===== config.mk =====
export PLATFORM = sky130hd
export DESIGN_NAME = issue_scheduler
export DESIGN_NICKNAME = d
export VERILOG_FILES = /design/src/rtl/issue_scheduler.sv
export SDC_FILE = /design/constraint.sdc
export NUM_CORES = 1
export LEC_CHECK = 0
export ABC_CLOCK_PERIOD_IN_PS = 7650
export BUFFER_PORTS_ARGS = -buffer_cell sky130_fd_sc_hd__buf_2
export CORE_MARGIN = 5
export CORE_UTILIZATION = 35
export CTS_BUF_LIST = sky130_fd_sc_hd__clkbuf_4 sky130_fd_sc_hd__clkbuf_8 sky130_fd_sc_hd__clkbuf_16
export CTS_CLUSTER_SIZE = 8
export DETAILED_ROUTE_END_ITERATION = 10
export PLACE_DENSITY = 0.63
export SYNTH_ARGS = -nofsm -noshare
export SYNTH_HDL_FRONTEND = slang
export SYNTH_SLANG_ARGS = --single-unit
export TNS_END_PERCENT = 10

===== constraint.sdc =====
create_clock -name clk -period 7.65 [get_ports clk]
set_clock_uncertainty 0.15 [all_clocks]
set_input_delay 0.3825 -clock clk [delete_from_list [all_inputs] [get_ports clk]]
set_output_delay 0.3825 -clock clk [all_outputs]
set_load 0.02 [all_outputs]

===== src/rtl/issue_scheduler.sv =====
// issue_scheduler -- wakeup/issue stage controller for the instruction buffer.
//
// Scans the per-entry summaries every cycle and registers up to two ready
// operations (oldest = lowest index first) into the EX issue slots, honouring
// per-cycle unit limits (one DIV, one BRANCH, one memory-access LOAD) and the
// iterative divider's busy window.
//
// unit_t encoding (3 bits per entry):
//   0 ALU, 1 BRANCH, 2 MUL, 3 DIV, 4 LOAD, 5 STORE (6/7 never issue)
// ex_mode_t: 0 EX_NORMAL, 1 EX_GEN_ADDR
//
// Ports:
//   clk, reset         clock, synchronous active-low reset
//   ent_wait           entry is S_NOT_EXECUTED
//   ent_addr_gen       entry is S_ADDR_GENERATED
//   ent_j_rdy/k_rdy    operand readiness
//   ent_unit           unit_t per entry, entry i at [3i+2:3i]
//   ent_early_st       older stores still pending per entry
//   ent_tag            tag per entry
//   flush              squash slots and inflight mask on the next edge
//   ex_stall           hold slots and inflight mask
//   issue_valid/tag/mode  registered issue slots (index 0 = slot0)
//   div_busy           divider occupied

module issue_cand (
  input  logic       wait_st,
  input  logic       addr_gen,
  input  logic       j_rdy,
  input  logic       k_rdy,
  input  logic [2:0] unit,
  input  logic [3:0] early_st,
  input  logic       masked,
  input  logic       div_busy,
  output logic       cand,
  output logic       mode,
  output logic       is_div,
  output logic       is_br,
  output logic       is_mld
);
  localparam logic [2:0] U_ALU = 3'd0, U_BR = 3'd1, U_MUL = 3'd2,
                         U_DIV = 3'd3, U_LD = 3'd4, U_ST = 3'd5;

  logic ops_rdy, raw;

  assign ops_rdy = wait_st & j_rdy & k_rdy;

  always_comb begin
    raw    = 1'b0;
    mode   = 1'b0;
    is_div = 1'b0;
    is_br  = 1'b0;
    is_mld = 1'b0;
    case (unit)
      U_ALU, U_MUL: raw = ops_rdy;
      U_BR: begin
        raw   = ops_rdy;
        is_br = 1'b1;
      end
      U_DIV: begin
        raw    = ops_rdy & ~div_busy;
        is_div = 1'b1;
      end
      U_LD: begin
        // Address generation only needs the base operand; the memory
        // access waits until every older store has resolved.
        if (wait_st && j_rdy) begin
          raw  = 1'b1;
          mode = 1'b1;
        end else if (addr_gen && early_st == 4'd0) begin
          raw    = 1'b1;
          is_mld = 1'b1;
        end
      end
      U_ST: begin
        raw  = ops_rdy;
        mode = 1'b1;
      end
      default: raw = 1'b0;
    endcase
    cand = raw & ~masked;
  end
endmodule

module issue_scheduler #(
  parameter int BUF_SIZE    = 16,
  parameter int DIV_LATENCY = 32
) (
  input  logic                              clk,
  input  logic                              reset,
  input  logic [BUF_SIZE-1:0]               ent_wait,
  input  logic [BUF_SIZE-1:0]               ent_addr_gen,
  input  logic [BUF_SIZE-1:0]               ent_j_rdy,
  input  logic [BUF_SIZE-1:0]               ent_k_rdy,
  input  logic [3*BUF_SIZE-1:0]             ent_unit,
  input  logic [4*BUF_SIZE-1:0]             ent_early_st,
  input  logic [$clog2(BUF_SIZE)*BUF_SIZE-1:0] ent_tag,
  input  logic                              flush,
  input  logic                              ex_stall,
  output logic [1:0]                        issue_valid,
  output logic [1:0][$clog2(BUF_SIZE)-1:0]  issue_tag,
  output logic [1:0]                        issue_mode,
  output logic                              div_busy
);
  localparam int TAG_W = $clog2(BUF_SIZE);
  localparam int CNT_W = $clog2(DIV_LATENCY + 1);

  logic [BUF_SIZE-1:0] inflight;
  logic [CNT_W-1:0]    div_cnt;

  logic [BUF_SIZE-1:0] cand, mode, is_div, is_br, is_mld;

  // Per-entry candidate decode
  for (genvar i = 0; i < BUF_SIZE; i++) begin : g_ent
    logic [TAG_W-1:0] tag_i;
    assign tag_i = ent_tag[TAG_W*i +: TAG_W];
    issue_cand u_cand (
      .wait_st  (ent_wait[i]),
      .addr_gen (ent_addr_gen[i]),
      .j_rdy    (ent_j_rdy[i]),
      .k_rdy    (ent_k_rdy[i]),
      .unit     (ent_unit[3*i +: 3]),
      .early_st (ent_early_st[4*i +: 4]),
      .masked   (inflight[tag_i]),
      .div_busy (div_busy),
      .cand     (cand[i]),
      .mode     (mode[i]),
      .is_div   (is_div[i]),
      .is_br    (is_br[i]),
      .is_mld   (is_mld[i])
    );
  end

  // Two-slot oldest-first pick. Slot1 skips anything that would double up
  // a singly-provisioned unit with slot0.
  logic             s0_vld, s1_vld;
  logic [TAG_W-1:0] s0_idx, s1_idx;
  logic             s0_div, s0_br, s0_mld;

  always_comb begin
    s0_vld = 1'b0;
    s0_idx = '0;
    for (int i = 0; i < BUF_SIZE; i++) begin
      if (!s0_vld && cand[i]) begin
        s0_vld = 1'b1;
        s0_idx = TAG_W'(i);
      end
    end
    s0_div = is_div[s0_idx];
    s0_br  = is_br[s0_idx];
    s0_mld = is_mld[s0_idx];

    s1_vld = 1'b0;
    s1_idx = '0;
    for (int i = 0; i < BUF_SIZE; i++) begin
      if (s0_vld && !s1_vld && cand[i] && TAG_W'(i) > s0_idx &&
          !(is_div[i] && s0_div) && !(is_br[i] && s0_br) &&
          !(is_mld[i] && s0_mld)) begin
        s1_vld = 1'b1;
        s1_idx = TAG_W'(i);
      end
    end
  end

  logic [1:0][TAG_W-1:0] sel_tag;
  logic [BUF_SIZE-1:0]   sel_mask;
  logic                  sel_div, adv;

  assign sel_tag[0] = ent_tag[TAG_W*s0_idx +: TAG_W];
  assign sel_tag[1] = ent_tag[TAG_W*s1_idx +: TAG_W];

  always_comb begin
    sel_mask = '0;
    if (s0_vld) sel_mask[sel_tag[0]] = 1'b1;
    if (s1_vld) sel_mask[sel_tag[1]] = 1'b1;
  end

  // A selection only takes effect on an edge that neither flushes nor stalls.
  assign adv     = !flush && !ex_stall;
  assign sel_div = (s0_vld && s0_div) || (s1_vld && is_div[s1_idx]);

  always_ff @(posedge clk) begin
    if (!reset) begin
      issue_valid <= '0;
      issue_tag   <= '0;
      issue_mode  <= '0;
      inflight    <= '0;
      div_cnt     <= '0;
      div_busy    <= 1'b0;
    end else begin
      // Divider keeps counting through stalls and flushes: a squashed
      // divide still owns the unit until it finishes.
      if (adv && sel_div) begin
        div_cnt  <= CNT_W'(DIV_LATENCY);
        div_busy <= 1'b1;
      end else if (div_cnt != '0) begin
        div_cnt  <= div_cnt - 1'b1;
        div_busy <= (div_cnt != CNT_W'(1));
      end

      if (flush) begin
        issue_valid <= '0;
        inflight    <= '0;
      end else if (!ex_stall) begin
        issue_valid <= {s1_vld, s0_vld};
        issue_tag   <= sel_tag;
        issue_mode  <= {s1_vld & mode[s1_idx], s0_vld & mode[s0_idx]};
        // Covers the one cycle before the buffer reports S_EXECUTING.
        inflight    <= sel_mask;
      end
    end
  end
endmodule


==> results of run 1 <==
power groups by stage:
stage	registers, uW	clock network [uW]	logic, uW
2_1_floorplan	245	0	1020
4_1_cts	268	201	1590
3_3_place_gp	271	0	1580
3_5_place_dp	272	0	1580
6_report	270	199	1630
5_1_grt	273	207	1720
critical path: stages (launching register included):
cell and delay, ns:
dfxtp_1 0.49, buf_4 0.27, mux4_2 0.45, mux2_2 0.28, nand2_1 0.07, nand4_1 0.40
a311oi_2 0.50, o32a_2 0.33, buf_4 0.23, mux2i_1 0.09, mux2_2 0.29, o211ai_4 0.39
o31ai_1 0.15, or2_0 0.24, o221a_2 0.29, nand2b_1 0.18, a311oi_1 0.42, buf_4 0.19
or2_0 0.14, buf_4 0.23, buf_4 0.16, mux4_1 0.28, mux2i_1 0.25, o21a_1 0.38
nand4b_1 0.16, a221oi_2 0.24
how the worst max path moves through the flow:
| stage | from | endpoint | slack [ns] |
|---|---|---|---|
| detailed placement | ent_unit[40] | inflight[6] | 0.09 |
| global placement | ent_unit[40] | inflight[6] | 0.07 |
| global route | inflight[8] | inflight[6] | 0.02 |
| CTS | div_busy | inflight[6] | 0.30 |
| finish | inflight[9] | inflight[6] | 0.29 |
| floorplan | ent_tag[52] | inflight[13] | 1.47 |
cells by family after synthesis:
kind of cell | count (synthesis)
AO/OA/AOI/OAI | 309
AND/OR/NAND/NOR | 422
XOR/XNOR | 2
multiplexers | 166
flip-flops | 35
buffers and inverters | 102
adder cells (fa/ha/maj) | 2
area by class of cell:
class	count	area (um^2)	share of cell area
Tap cell	324	405	0.0374
Clock buffer	5	125	0.0115
Timing Repair Buffer	353	2010	0.185
Clock inverter	3	20.0	0.00185
Multi-Input combinational cell	901	7450	0.688
Sequential cell	35	701	0.0647
Inverter	31	116	0.0107
Antenna cell	2	5.00	0.000462
state kept, by name (all words and copies together) (netlist names):
register	cells
div_busy	1
inflight	16
issue_valid	2
issue_tag	8
div_cnt	6
issue_mode	2
what timing repair did:
action,CTS,global route
endpoints found under the setup margin,0,23
gates resized for setup,0,2
hold buffers,0,0
cell usage in the layout (no fill, tap or decap), types with 8 or more instances in the layout:
cell	Yosys	routed
buf_2	29	256
buf_4	4	97
nand2_1	79	79
mux2i_1	75	75
a21oi_1	72	72
mux4_2	68	68
nor2_1	65	65
dfxtp_1	35	35
nand3_1	33	33
nor2b_1	30	30
inv_1	29	29
nor4_1	28	28
nor3b_1	26	26
o22ai_1	23	23
nor3_1	22	22
o21ai_0	22	22
nand3b_1	21	21
a211oi_1	20	20
nand2b_1	19	19
o211ai_1	18	18
mux2_2	16	16
nand4_1	15	15
o31ai_1	13	13
a22oi_1	11	11
and2_1	10	10
or3b_2	8	8
o21a_1	8	8
metrics by stage:
stage                     utilization  setup slack (ns)  instance area [um^2]  hold slack, ns  total power, uW
final                           0.446             0.295                 10800           0.252             2100
after global routing            0.445            0.0178                 10800           0.255             2200
after CTS                       0.445             0.297                 10800           0.249             2050
after detailed placement        0.439            0.0922                 10700           0.300             1850
after global placement          0.439            0.0718                 10700           0.296             1850
after floorplan                     -              1.47                  8670           0.302             1270
per-layer routing:
layer  track usage  vias to the layer above  part of all wire
met5             0                        -                 0
met4        0.0879                        0             0.035
met3        0.0816                       93              0.12
met2         0.449                      704              0.45
met1         0.374                     5157              0.40
li1              -                     4803                 -
==> impl_metrics.tcl, run 1 <==
set metrics [dict create \
    status "complete, no violations" \
    critPathLaunchType "flip-flop" \
    grt-ovfl-total 0 \
    synth_compound_area_frac 0.271 \
    wl_um 42200 \
    hold_class "in2reg" \
    slew_headroom 0.351 \
    fin_nets 1573 \
    ff2ff_path_depth 25 \
    cp-end-kind "flip-flop" \
    synth_top_cell_area_share 0.177 \
    pin_count 257 \
    p_switching_uw 1060 \
    htreeDepth 2 \
    cts_buffers 5 \
    clkLatencyLatePin_ns 0.28 \
    ant_nets 0 \
    p_int_uw 1030 \
    drtIter0Drc 1265 \
    synthMuxAreaShare 0.301 \
    cap_violations 0 \
    yosys.cell_types.count 112 \
    die_x_um 167 \
    final-setup-viol-count 0 \
    initial_utilization 0.356 \
    netlist_area_um2 8670 \
    grt_max_degree 26 \
    clkTransAtPathRegs_ns 0.06 \
    setup_tns_ns 0 \
    synth_fp_nets 1284 \
    finalHoldViolations 0 \
    synth_fa_ha_area_frac 0.00289 \
    ys_seq_elements 35 \
    combPwrFrac 0.776 \
    antenna_found_initial 1 \
    synth_edf_count 0 \
    synth_top_area_cell "mux4_2" \
    hp-start "reset" \
    drive_gt1_frac 0.377 \
    grt_pass1_wl_um 63000 \
    path_max_fanout 12 \
    port_buffers 256 \
    layoutNonFillerInstCount 1654 \
    synth_cells 1038 \
    ys_top_cells_by_count "79 x nand2_1, 75 x mux2i_1, 72 x a21oi_1" \
    power_switching_share 0.507 \
    core-area_um2 24300 \
    hold_depth 2 \
    rr_endpoint "inflight[6]" \
    vias 10800 \
    synth_xor_area_frac 0.00202 \
    viasPerCell 6.50 \
    grt_pass1_vias 10500 \
    min_to "issue_tag[5]" \
    fmax_mhz 136 \
    fill_cells 2459 \
    ir_drop_v 0.000117 \
    die_h_um 167 \
    worstPathArrival_ns 7.40 \
    worstSetupPathType "reg2reg" \
    rsz0062_at_grt "no" \
    grt_usage 0.283 \
    slew_viol_final 0 \
    required_ns 7.70 \
    post-synth-top-count-cell "nand2_1" \
    cts_num_sinks 35 \
    hpwl_um 34400 \
    async_reset_ff_frac 0 \
    synth_top_family_by_area "multiplexers" \
    finalCritPeriodShare 0.961 \
    root_buffer "clkbuf_16" \
    ys.warnings.count 0 \
    avgRoutedWirePerCell_um 25.5 \
    clockBufferDepth 2 \
    clock_power_share 0.095 \
    fp.dieArea_um2 28000 \
    synth-simple-area-share 0.283 \
    r2r_setup_slack_ns 0.29 \
    cts_tree "built" \
    drc 0 \
    yosys-top-cells-area "mux4_2 18%, mux2i_1 8.7%, dfxtp_1 8.1%" \
    postSynthAreaPerCell_um2 8.35 \
    place_congestion 1.04 \
    p_leak_uw 0.00435 \
    tightest_slew_ns 0.966 \
    areaGrowthSynthToFinish_pct 25.0 \
    power.share.sequential 0.129 \
    ys_seq_area_frac 0.0809 \
    p_per_area_nw_per_um2 194 \
    place_inst 1644 \
    cts_setup_buffers 0 \
    period_needed_ns 7.36 \
    synth_top_flop_cell "dfxtp_1" \
    dr.pass1.iters 6 \
    rows 57 \
    rr_startpoint "inflight[9]" \
]
Note: power is estimated with default switching activity, not from simulation.
==> inputs of run 2 (changes only) <==
Settings changed: ABC_CLOCK_PERIOD_IN_PS 7650 to 9100.
Clock period 7.65 ns to 9.1 ns, I/O delays scaled along.
==> run 2 against run 1 <==
Net effect:
- sequential share of layout area increased by 0.28 points
- wire length increased by 1.3%
- clock power decreased by 14%
- sequential cell count unchanged
- cell count decreased by 3.7%
- global-route usage increased by 0.18 points
- worst hold slack improved by 0.057 ns
- non-clock buffer count decreased by 59
- critical path type unchanged
- register-to-register slack improved by 0.12 ns
- combinational power decreased by 24%
==> impl_metrics.tcl, run 2 (synthesis gave the netlist of run 1 again) <==
set metrics [dict create \
    status "complete, no violations" \
    drtIter0Drc 1443 \
    critPathLaunchType "flip-flop" \
    grt_max_degree 26 \
    slew_viol_final 0 \
    clock_power_share 0.105 \
    slowest_delay_ns 0.69 \
    core-area_um2 24300 \
    layoutNonFillerInstCount 1593 \
    p_switching_uw 866 \
    finalHoldViolations 0 \
    pre_cts_ws_ns 0.652 \
    cts_setup_buffers 0 \
    cp_slowest_cell "o21ai_4" \
    port_buffers 256 \
    rows 57 \
    worstPathArrival_ns 8.77 \
    cts_hold_buf 0 \
    critical-path-top-delay-family "compound AO/OA/AOI/OAI gates" \
    die_h_um 167 \
    finalCritPeriodShare 0.955 \
    viasPerCell 6.64 \
    crit_buf_inv 3 \
    areaGrowthSynthToFinish_pct 19.9 \
    clkTransAtPathRegs_ns 0.06 \
    final_common_cell "buf_2" \
    pin_count 257 \
    drc 0 \
    final_cell_area_um2 10400 \
    ir_drop_v 0.0000902 \
    cp_cell_sequence "buf_4 -> mux2i_1 -> nor4_1 -> a211oi_1 -> a32oi_2 -> and3_1 -> a32oi_2 -> o21ai_4 -> mux2i_1 -> o221ai_1 -> nor3_1 -> buf_4 -> a221oi_1 -> nor2_1 -> nand2b_1 -> a311oi_1 -> or2_0 -> buf_12 -> mux4_2 -> a22oi_2 -> nand4_1 -> nor4b_1 -> o221a_1" \
    cap_violations 0 \
    p_leak_uw 0.00408 \
    fp.dieArea_um2 28000 \
    fmax_mhz 115 \
    drive_gt1_frac 0.347 \
    cp-end-kind "flip-flop" \
    combPwrFrac 0.763 \
    place_congestion 1.10 \
    place_inst 1585 \
    vias 10600 \
    cts_tree "built" \
    slew_headroom 0.382 \
    rsz0062_at_grt "no" \
    grt-ovfl-total 0 \
    hold_class "in2reg" \
    clockBufferDepth 2 \
    htreeDepth 2 \
    initial_utilization 0.356 \
    antenna_cells 0 \
    grt_pass1_vias 9921 \
    tightest_slew_ns 0.924 \
    ctsResizeCount 0 \
    layout_common_cells "256 x buf_2, 79 x nand2_1, 75 x mux2i_1" \
    reg.largest.list "inflight x16, issue_tag x8, div_cnt x6" \
    p_per_area_nw_per_um2 157 \
    power_switching_share 0.531 \
    dr.pass1.iters 5 \
    worstSetupPathType "reg2reg" \
    clkLatencyLatePin_ns 0.28 \
    period_needed_ns 8.69 \
    antenna_found_initial 1 \
    place_area_um2 10200 \
    hpwl_um 35400 \
    die_x_um 167 \
    cts_num_sinks 35 \
    whs_ns 0.309 \
    top_register "inflight" \
    final.setup.worst_slack_ns 0.410 \
    grt_pass1_wl_um 62300 \
    largest_reg_flops 16 \
    avgRoutedWirePerCell_um 26.8 \
    path_max_fanout 18 \
    power.share.sequential 0.133 \
    final-setup-viol-count 0 \
    ant_nets 0 \
    cts_buffers 5 \
    wl_um 42800 \
    required_ns 9.18 \
    grt_usage 0.285 \
    p_int_uw 765 \
    root_buffer "clkbuf_16" \
    setup_tns_ns 0 \
    fin_nets 1514 \
]
==> run 2: metrics by stage <==
| step | power [uW] | utilization |
|---|---|---|
| final | 1630 | 0.427 |
| after global routing | 1710 | 0.427 |
| after CTS | 1600 | 0.427 |
| after detailed placement | 1430 | 0.421 |
| after global placement | 1420 | 0.421 |
| after floorplan | 1070 | - |
==> run 2: cell type report <==
| type | count | area (um^2) |
|---|---|---|
| multi-input combinational | 901 | 7450 |
| tap | 324 | 405 |
| timing repair buffer | 294 | 1580 |
| clock inverter | 2 | 12.5 |
| clock buffer | 6 | 133 |
| sequential | 35 | 701 |
| inverter | 31 | 116 |
| fill | 2464 | 13900 |
==> run 2: final timing paths <==
check	from	endpoint	slack (ns)	cells after the start
setup / recovery	inflight[0]	inflight[9]	0.41	23
hold / removal	reset	issue_tag[5]	0.31	2
setup reg to reg	inflight[0]	inflight[9]	0.41	23
hold reg to reg	issue_mode[1]	issue_mode[1]	0.31	2
==> run 2: power groups by stage <==
stage	clock network [uW]	logic [uW]	registers, uW
global route	176	1310	219
finish	171	1240	216
CTS	171	1210	215
floorplan	0	860	206
global placement	0	1200	218
detailed placement	0	1210	218
==> run 2: layer usage <==
layer / up-vias / routed length [um] / global-route usage
met5: - / 11 / 0
met1: 5128 / 17300 / 0.385
li1: 4678 / - / -
met2: 689 / 19800 / 0.468
met3: 82 / 4310 / 0.0559
met4: 2 / 1310 / 0.0762
